<file path="src/rtl/mux8_sched_pkg.sv">
// Shared definitions for the 8:1 mux round-robin scheduler.
// Holds the requester/select sizes, the FSM state type and the one-hot decode helper.
package mux8_sched_pkg;

  localparam int N_REQ = 8;
  localparam int SEL_W = 3;

  typedef enum logic {
    IDLE  = 1'b0,
    GRANT = 1'b1
  } state_t;

  // The OR-accumulate is exact only for one-hot or all-zero inputs.
  function automatic logic [SEL_W-1:0] onehot_to_idx(input logic [N_REQ-1:0] onehot);
    logic [SEL_W-1:0] idx;
    idx = '0;
    for (int i = 0; i < N_REQ; i++) begin
      if (onehot[i]) idx = idx | SEL_W'(i);
    end
    return idx;
  endfunction

endpackage

</file>
<file path="src/rtl/rr_pick8.sv">
// Combinational round-robin picker: first set request after ptr, wrapping modulo 8.
// One index can be excluded, except when it is the only request.
module rr_pick8
  import mux8_sched_pkg::*;
(
  input  logic [N_REQ-1:0] req,
  input  logic [SEL_W-1:0] ptr,
  input  logic             excl_en,
  input  logic [SEL_W-1:0] excl_idx,
  output logic             any,
  output logic [SEL_W-1:0] idx
);

  logic [N_REQ-1:0] excl_mask;
  logic [N_REQ-1:0] masked;
  logic [N_REQ-1:0] eligible;
  logic [SEL_W-1:0] cand;
  logic             found;

  always_comb begin
    excl_mask = excl_en ? (N_REQ'(1) << excl_idx) : '0;
    masked    = req & ~excl_mask;
    eligible  = (|masked) ? masked : req;
    any       = |eligible;
    idx       = '0;
    found     = 1'b0;
    cand      = '0;
    // k == N_REQ wraps back onto ptr itself, so it is searched last.
    for (int k = 1; k <= N_REQ; k++) begin
      cand = ptr + SEL_W'(k);
      if (!found && eligible[cand]) begin
        idx   = cand;
        found = 1'b1;
      end
    end
  end

endmodule

</file>
<file path="src/rtl/mux8_rr_scheduler.sv">
// Round-robin owner of the shared 8:1 mux select: grants one requester for a burst of
// up to BURST_LEN accepted beats, with a valid/ready handshake to the consumer.
module mux8_rr_scheduler
  import mux8_sched_pkg::*;
#(
  parameter int BURST_LEN = 4,
  parameter int BEAT_W    = 4
) (
  input  logic             clk,
  input  logic             rst_n,
  input  logic             en,
  input  logic [N_REQ-1:0] req,
  input  logic             out_ready,
  output logic [N_REQ-1:0] gnt,
  output logic [SEL_W-1:0] sel,
  output logic             out_valid,
  output logic             busy
);

  state_t             state, state_n;
  logic [N_REQ-1:0]   gnt_n;
  logic [SEL_W-1:0]   sel_n;
  logic [SEL_W-1:0]   ptr, ptr_n;
  logic [BEAT_W-1:0]  beat_cnt, beat_cnt_n;
  logic               transfer;
  logic               last_beat;
  logic               withdraw;
  logic               rel;
  logic               pick_any;
  logic [SEL_W-1:0]   pick_idx;
  logic [N_REQ-1:0]   pick_vec;
  logic               do_grant;

  assign busy      = (state == GRANT);
  assign out_valid = busy & req[sel];
  assign transfer  = out_valid & out_ready;
  assign last_beat = transfer && (beat_cnt == BEAT_W'(BURST_LEN - 1));
  assign withdraw  = busy && !req[sel];
  assign rel       = last_beat || withdraw;
  assign pick_vec  = N_REQ'(1) << pick_idx;
  assign do_grant  = en && pick_any;

  // A burst that ran to length hands priority away; a withdrawn requester has no request to exclude.
  rr_pick8 u_pick (
    .req      (req),
    .ptr      (ptr),
    .excl_en  (last_beat),
    .excl_idx (sel),
    .any      (pick_any),
    .idx      (pick_idx)
  );

  always_comb begin
    state_n    = state;
    gnt_n      = gnt;
    sel_n      = sel;
    ptr_n      = ptr;
    beat_cnt_n = beat_cnt;
    case (state)
      IDLE: begin
        if (do_grant) begin
          state_n    = GRANT;
          gnt_n      = pick_vec;
          sel_n      = onehot_to_idx(pick_vec);
          ptr_n      = pick_idx;
          beat_cnt_n = '0;
        end
      end
      GRANT: begin
        if (rel && do_grant) begin
          gnt_n      = pick_vec;
          sel_n      = onehot_to_idx(pick_vec);
          ptr_n      = pick_idx;
          beat_cnt_n = '0;
        end else if (rel) begin
          // sel keeps its last value so the mux select never moves while idle.
          state_n    = IDLE;
          gnt_n      = '0;
          beat_cnt_n = '0;
        end else if (transfer) begin
          beat_cnt_n = beat_cnt + 1'b1;
        end
      end
      default: begin
        state_n = IDLE;
        gnt_n   = '0;
      end
    endcase
  end

  always_ff @(posedge clk or negedge rst_n) begin
    if (!rst_n) begin
      state    <= IDLE;
      gnt      <= '0;
      sel      <= '0;
      ptr      <= SEL_W'(N_REQ - 1);
      beat_cnt <= '0;
    end else begin
      state    <= state_n;
      gnt      <= gnt_n;
      sel      <= sel_n;
      ptr      <= ptr_n;
      beat_cnt <= beat_cnt_n;
    end
  end

endmodule

</file>
<file path="config.mk">
export PLATFORM = sky130hd
export DESIGN_NAME = mux8_rr_scheduler
export DESIGN_NICKNAME = d
export VERILOG_FILES = /design/src/rtl/mux8_sched_pkg.sv /design/src/rtl/rr_pick8.sv /design/src/rtl/mux8_rr_scheduler.sv
export SDC_FILE = /design/constraint.sdc
export NUM_CORES = 1
export LEC_CHECK = 0
export CAP_MARGIN = 20
export CORE_AREA = 2 2 80 82
export DETAILED_ROUTE_END_ITERATION = 16
export DIE_AREA = 0 0 82 84
export HOLD_SLACK_MARGIN = 0.12
export SETUP_SLACK_MARGIN = 0.15
export SLEW_MARGIN = 20
export SYNTH_ARGS = -nofsm -noshare
export SYNTH_HDL_FRONTEND = slang
export SYNTH_SLANG_ARGS = --single-unit
</file>
<file path="constraint.sdc">
create_clock -name clk -period 5.6 [get_ports clk]
set_input_delay 0.84 -clock clk [delete_from_list [all_inputs] [get_ports clk]]
set_output_delay 0.84 -clock clk [all_outputs]
set_load 0.05 [all_outputs]
</file>
==> run summary <==
Run status
- run status: finished clean

Clock network
- CTS max path bufs: 2
- hold buffers post-CTS: 0
- Clock H-tree levels: 1
- setup fix buffers added after clock tree synthesis: 0
- clock tree from TritonCTS: yes
- buffer cell driving the clock tree root: sky130_fd_sc_hd__clkbuf_8
- count of instances resized after the clock tree is built: 0
- total CTS buffers: 3
- number of clock sinks: 19
- Reg clk slew, reported paths: 80 ps
- clock latency on the worst-skew pair: 260 ps

Power and ir drop
- total power divided by cell area: 686 nW/um^2
- total internal power: 0.000853 W
- Switching Share: 0.579
- P_leak: 1.10 nW
- Total Power Consumption: 0.00202 W
- Clk network pwr share: 0.047
- sequential share of power: 0.150
- proportion of power drawn by combinational gates: 0.803
- maximum resistive drop on vdd: 0.000463 V
- switching power: 0.00117 W

Floorplan
- core area: 6100 um^2
- die area: 6890 um^2
- Row Count: 29
- ports placed on the boundary: 25
- initial standard-cell utilization of the core: 0.429
- Chip Width: 82 um
- die extent in y: 84 um

Critical path
- delay of the slowest critical-path stage: 710 ps
- arrival time reported for the critical path endpoint: 5140 ps
- number of buffers and inverters on the critical path: 1
- data required time at the worst endpoint: 5750 ps
- highest fanout seen on the critical path: 10
- Crit path max-delay family: compound AO/OA/AOI/OAI gates
- library cell contributing the largest single delay on the critical path: sky130_fd_sc_hd__clkdlybuf4s50_1
- Setup CP Type: input pin to flop
- Critical Path Sink Type: flop
- ordered cell list for the critical path: clkdlybuf4s50_1 > mux2_1 > o221ai_2 > o31ai_4 > o2111ai_2 > a21oi_1 > a311o_1 > mux2i_1 > a32oi_1 > a211oi_1 > nor4_2 > a21oi_2 > mux2_2
- Worst setup SP type: input pin

Final layout
- Cell Count, Final, Fillers Out: 430
- Final nets: 369
- number of fill cells in the layout: 639
- area grow syn2layout: 12.7%
- antenna fix cells: 0
- fraction of final layout cells sized beyond drive strength 1: 0.142
- core occupancy in the finished layout: 0.484

Min path
- kind of path behind the tightest hold check: flop to flop

Synth
- xor-xnor portion of the synthesized cell area: 0.0201
- top flip-flop cell by instance count after synthesis: sky130_fd_sc_hd__dfrtp_1
- count of different cell masters after synthesis: 81
- adder and majority cell fraction of the synthesized area: 0.0143
- mean instance size in the synthesized netlist: 7.72 um^2
- cell area after synthesis: 2620 um^2
- Yosys top cell area share: 0.153
- share of synthesized flip-flops with an asynchronous set or reset: 1.00
- area fraction in compound gates after synthesis: 0.343
- main combinational cell family by area after synthesis: compound AO/OA/AOI/OAI gates
- post-synthesis mux area share: 0.101
- number of warnings printed during yosys synthesis: 0
- Seq/Total Area, Yosys: 0.183
- Post-synth EDFFs: 0
- Simple-Gate Fraction of Synth Area: 0.268
- synthesized netlist cell count: 339
- synthesized net count: 354
- leading cell types by total area after synthesis: sky130_fd_sc_hd__dfrtp_1 15%, sky130_fd_sc_hd__nand2_1 5.7%, sky130_fd_sc_hd__a21oi_1 4.2%
- largest area contributor in the netlist: sky130_fd_sc_hd__dfrtp_1
- flops & latches, synth: 19

STA
- Slew HR: 0.451
- clk_skew: 7.80 ps
- Tcrit/Tclk final: 0.891
- Finish-stage setup viols: 0
- min Tclk post-route: 4990 ps
- measured slew at the worst slew-check pin: 821 ps
- unrepaired setup endpoints after global routing: false
- highest clock rate: 200 MHz
- final sum of negative setup slack: 0 ps
- fin. max-slew vios: 0
- endpoints failing hold: 0
- hold slack final: 500 ps

GRT
- GRT Resource Usage Total: 0.240
- remaining global-route overflow: 0
- pin count of the biggest net entering global routing: 30
- first-pass GRT wire length: 13.2 mm
- vias in the first global route: 2,628
- antenna violations before repair: 0

Run
- max-cap viol count: 0

Detailed routing
- Vias/cell: 6.45
- sum of routed wire length over all layers: 8.05 mm
- routed vias: 2,774
- average wire length per cell after detail routing: 18.7 um
- Starting DRT DRC Count: 299
- DRT Pass-1 Iters: 5
- DR DRC count: 0
- ANT nets after route: 0

Placed design
- Detail Placement HPWL: 6.01 mm
- Placer Congestion: 0.937
- post-placement cell count: 426
- number of port buffers: 24

==> power groups by stage <==
stage                     sequential (W)   clock, W  combinational (W)
after global placement          0.000303          0            0.00159
after CTS                       0.000303  0.0000960            0.00161
final                           0.000304  0.0000951            0.00162
after detailed placement        0.000305          0            0.00160
after global routing            0.000317   0.000103            0.00177
after floorplan                 0.000310          0            0.00122
==> registers in the layout (all words and copies together) (netlist names) <==
name / cells
gnt: 8
beat_cnt: 4
sel: 3
busy: 1
ptr: 3
==> layer usage <==
metal / track usage / share of wire
met5: 0 / 0
met4: 0.0833 / 0.038
met3: 0.00649 / 0.055
met2: 0.388 / 0.45
met1: 0.338 / 0.45
==> synthesized netlist by cell type, types with 4 or more instances <==
library cell / count
sky130_fd_sc_hd__dfrtp_1: 16
sky130_fd_sc_hd__nand2_1: 40
sky130_fd_sc_hd__nor2_1: 26
sky130_fd_sc_hd__inv_1: 16
sky130_fd_sc_hd__o21ai_0: 15
sky130_fd_sc_hd__nand3_1: 14
sky130_fd_sc_hd__a221oi_1: 6
sky130_fd_sc_hd__nand4_1: 4
sky130_fd_sc_hd__mux2_2: 9
sky130_fd_sc_hd__a2111oi_0: 5
sky130_fd_sc_hd__or3_1: 6
sky130_fd_sc_hd__nor3_1: 10
sky130_fd_sc_hd__mux2i_1: 11
sky130_fd_sc_hd__buf_2: 6
sky130_fd_sc_hd__a31oi_1: 5
sky130_fd_sc_hd__clkbuf_1: 12
sky130_fd_sc_hd__nand2b_1: 7
sky130_fd_sc_hd__xnor2_1: 4
sky130_fd_sc_hd__o31ai_1: 6
sky130_fd_sc_hd__a21oi_1: 22
sky130_fd_sc_hd__and2_1: 5
sky130_fd_sc_hd__nor2b_1: 4
sky130_fd_sc_hd__a41oi_1: 7
==> cell families (layout without fill, tap and decap cells) <==
group | Yosys count | count (layout)
simple gates | 135 | 135
compound gates | 111 | 111
buf+inv | 41 | 55
mux | 24 | 24
flops | 19 | 19
xor+xnor | 6 | 6
fa+ha+maj | 3 | 3
==> path summary, 6_finish.rpt <==
kind / from / to / slack, ps / cells past startpoint
max: req[7] / sel[1] / 610 / 13
min: gnt[5] / gnt[5] / 500 / 2
max reg2reg: sel[0] / sel[1] / 840 / 12
min reg2reg: gnt[5] / gnt[5] / 500 / 2
max in group asynchronous: rst_n / gnt[6] / 4030 / 1
min in group asynchronous: rst_n / beat_cnt[2] / 1050 / 1
==> placed cells by master (no fill, tap or decap), drive strengths merged, types with 4 or more instances in the layout <==
| cell | n |
|---|---|
| a41oi | 8 |
| nand4 | 4 |
| nor4 | 4 |
| nand2 | 40 |
| a221oi | 6 |
| or3 | 6 |
| a32oi | 4 |
| nor2b | 4 |
| nor2 | 29 |
| mux2i | 11 |
| inv | 18 |
| clkdlybuf4s50 | 24 |
| nor3 | 11 |
| o21ai | 15 |
| xnor2 | 4 |
| a21oi | 23 |
| a2111oi | 5 |
| buf | 9 |
| and2 | 5 |
| nand3 | 15 |
| mux2 | 13 |
| nand2b | 7 |
| a31oi | 5 |
| dfrtp | 16 |
| o31ai | 8 |
==> cell type report <==
class	instances	area (um^2)	area share
multi-input combinational	279	1950	0.662
sequential	19	479	0.162
timing repair buffer	33	308	0.104
tap	77	96.3	0.0327
inverter	18	67.6	0.0229
clock buffer	3	41.3	0.0140
clock inverter	1	5.00	0.00170
==> worst reg2reg max path: stages (launching register included) <==
cell	delay, ps
sky130_fd_sc_hd__dfrtp_1	850
sky130_fd_sc_hd__nand2_1	310
sky130_fd_sc_hd__or3_1	390
sky130_fd_sc_hd__o22ai_2	320
sky130_fd_sc_hd__o2111ai_2	350
sky130_fd_sc_hd__a21oi_1	430
sky130_fd_sc_hd__a311o_1	340
sky130_fd_sc_hd__mux2i_1	140
sky130_fd_sc_hd__a32oi_1	480
sky130_fd_sc_hd__a211oi_1	180
sky130_fd_sc_hd__nor4_2	430
sky130_fd_sc_hd__a21oi_2	150
sky130_fd_sc_hd__mux2_2	290
==> metrics by stage <==
step | worst slack (ps) | cell area [um^2]
after floorplan | 1490 | 2620
after global placement | 461 | 2900
after detailed placement | 421 | 2900
after CTS | 642 | 2950
after global routing | 336 | 2950
final | 610 | 2950
(Power assumes the default switching activity.)
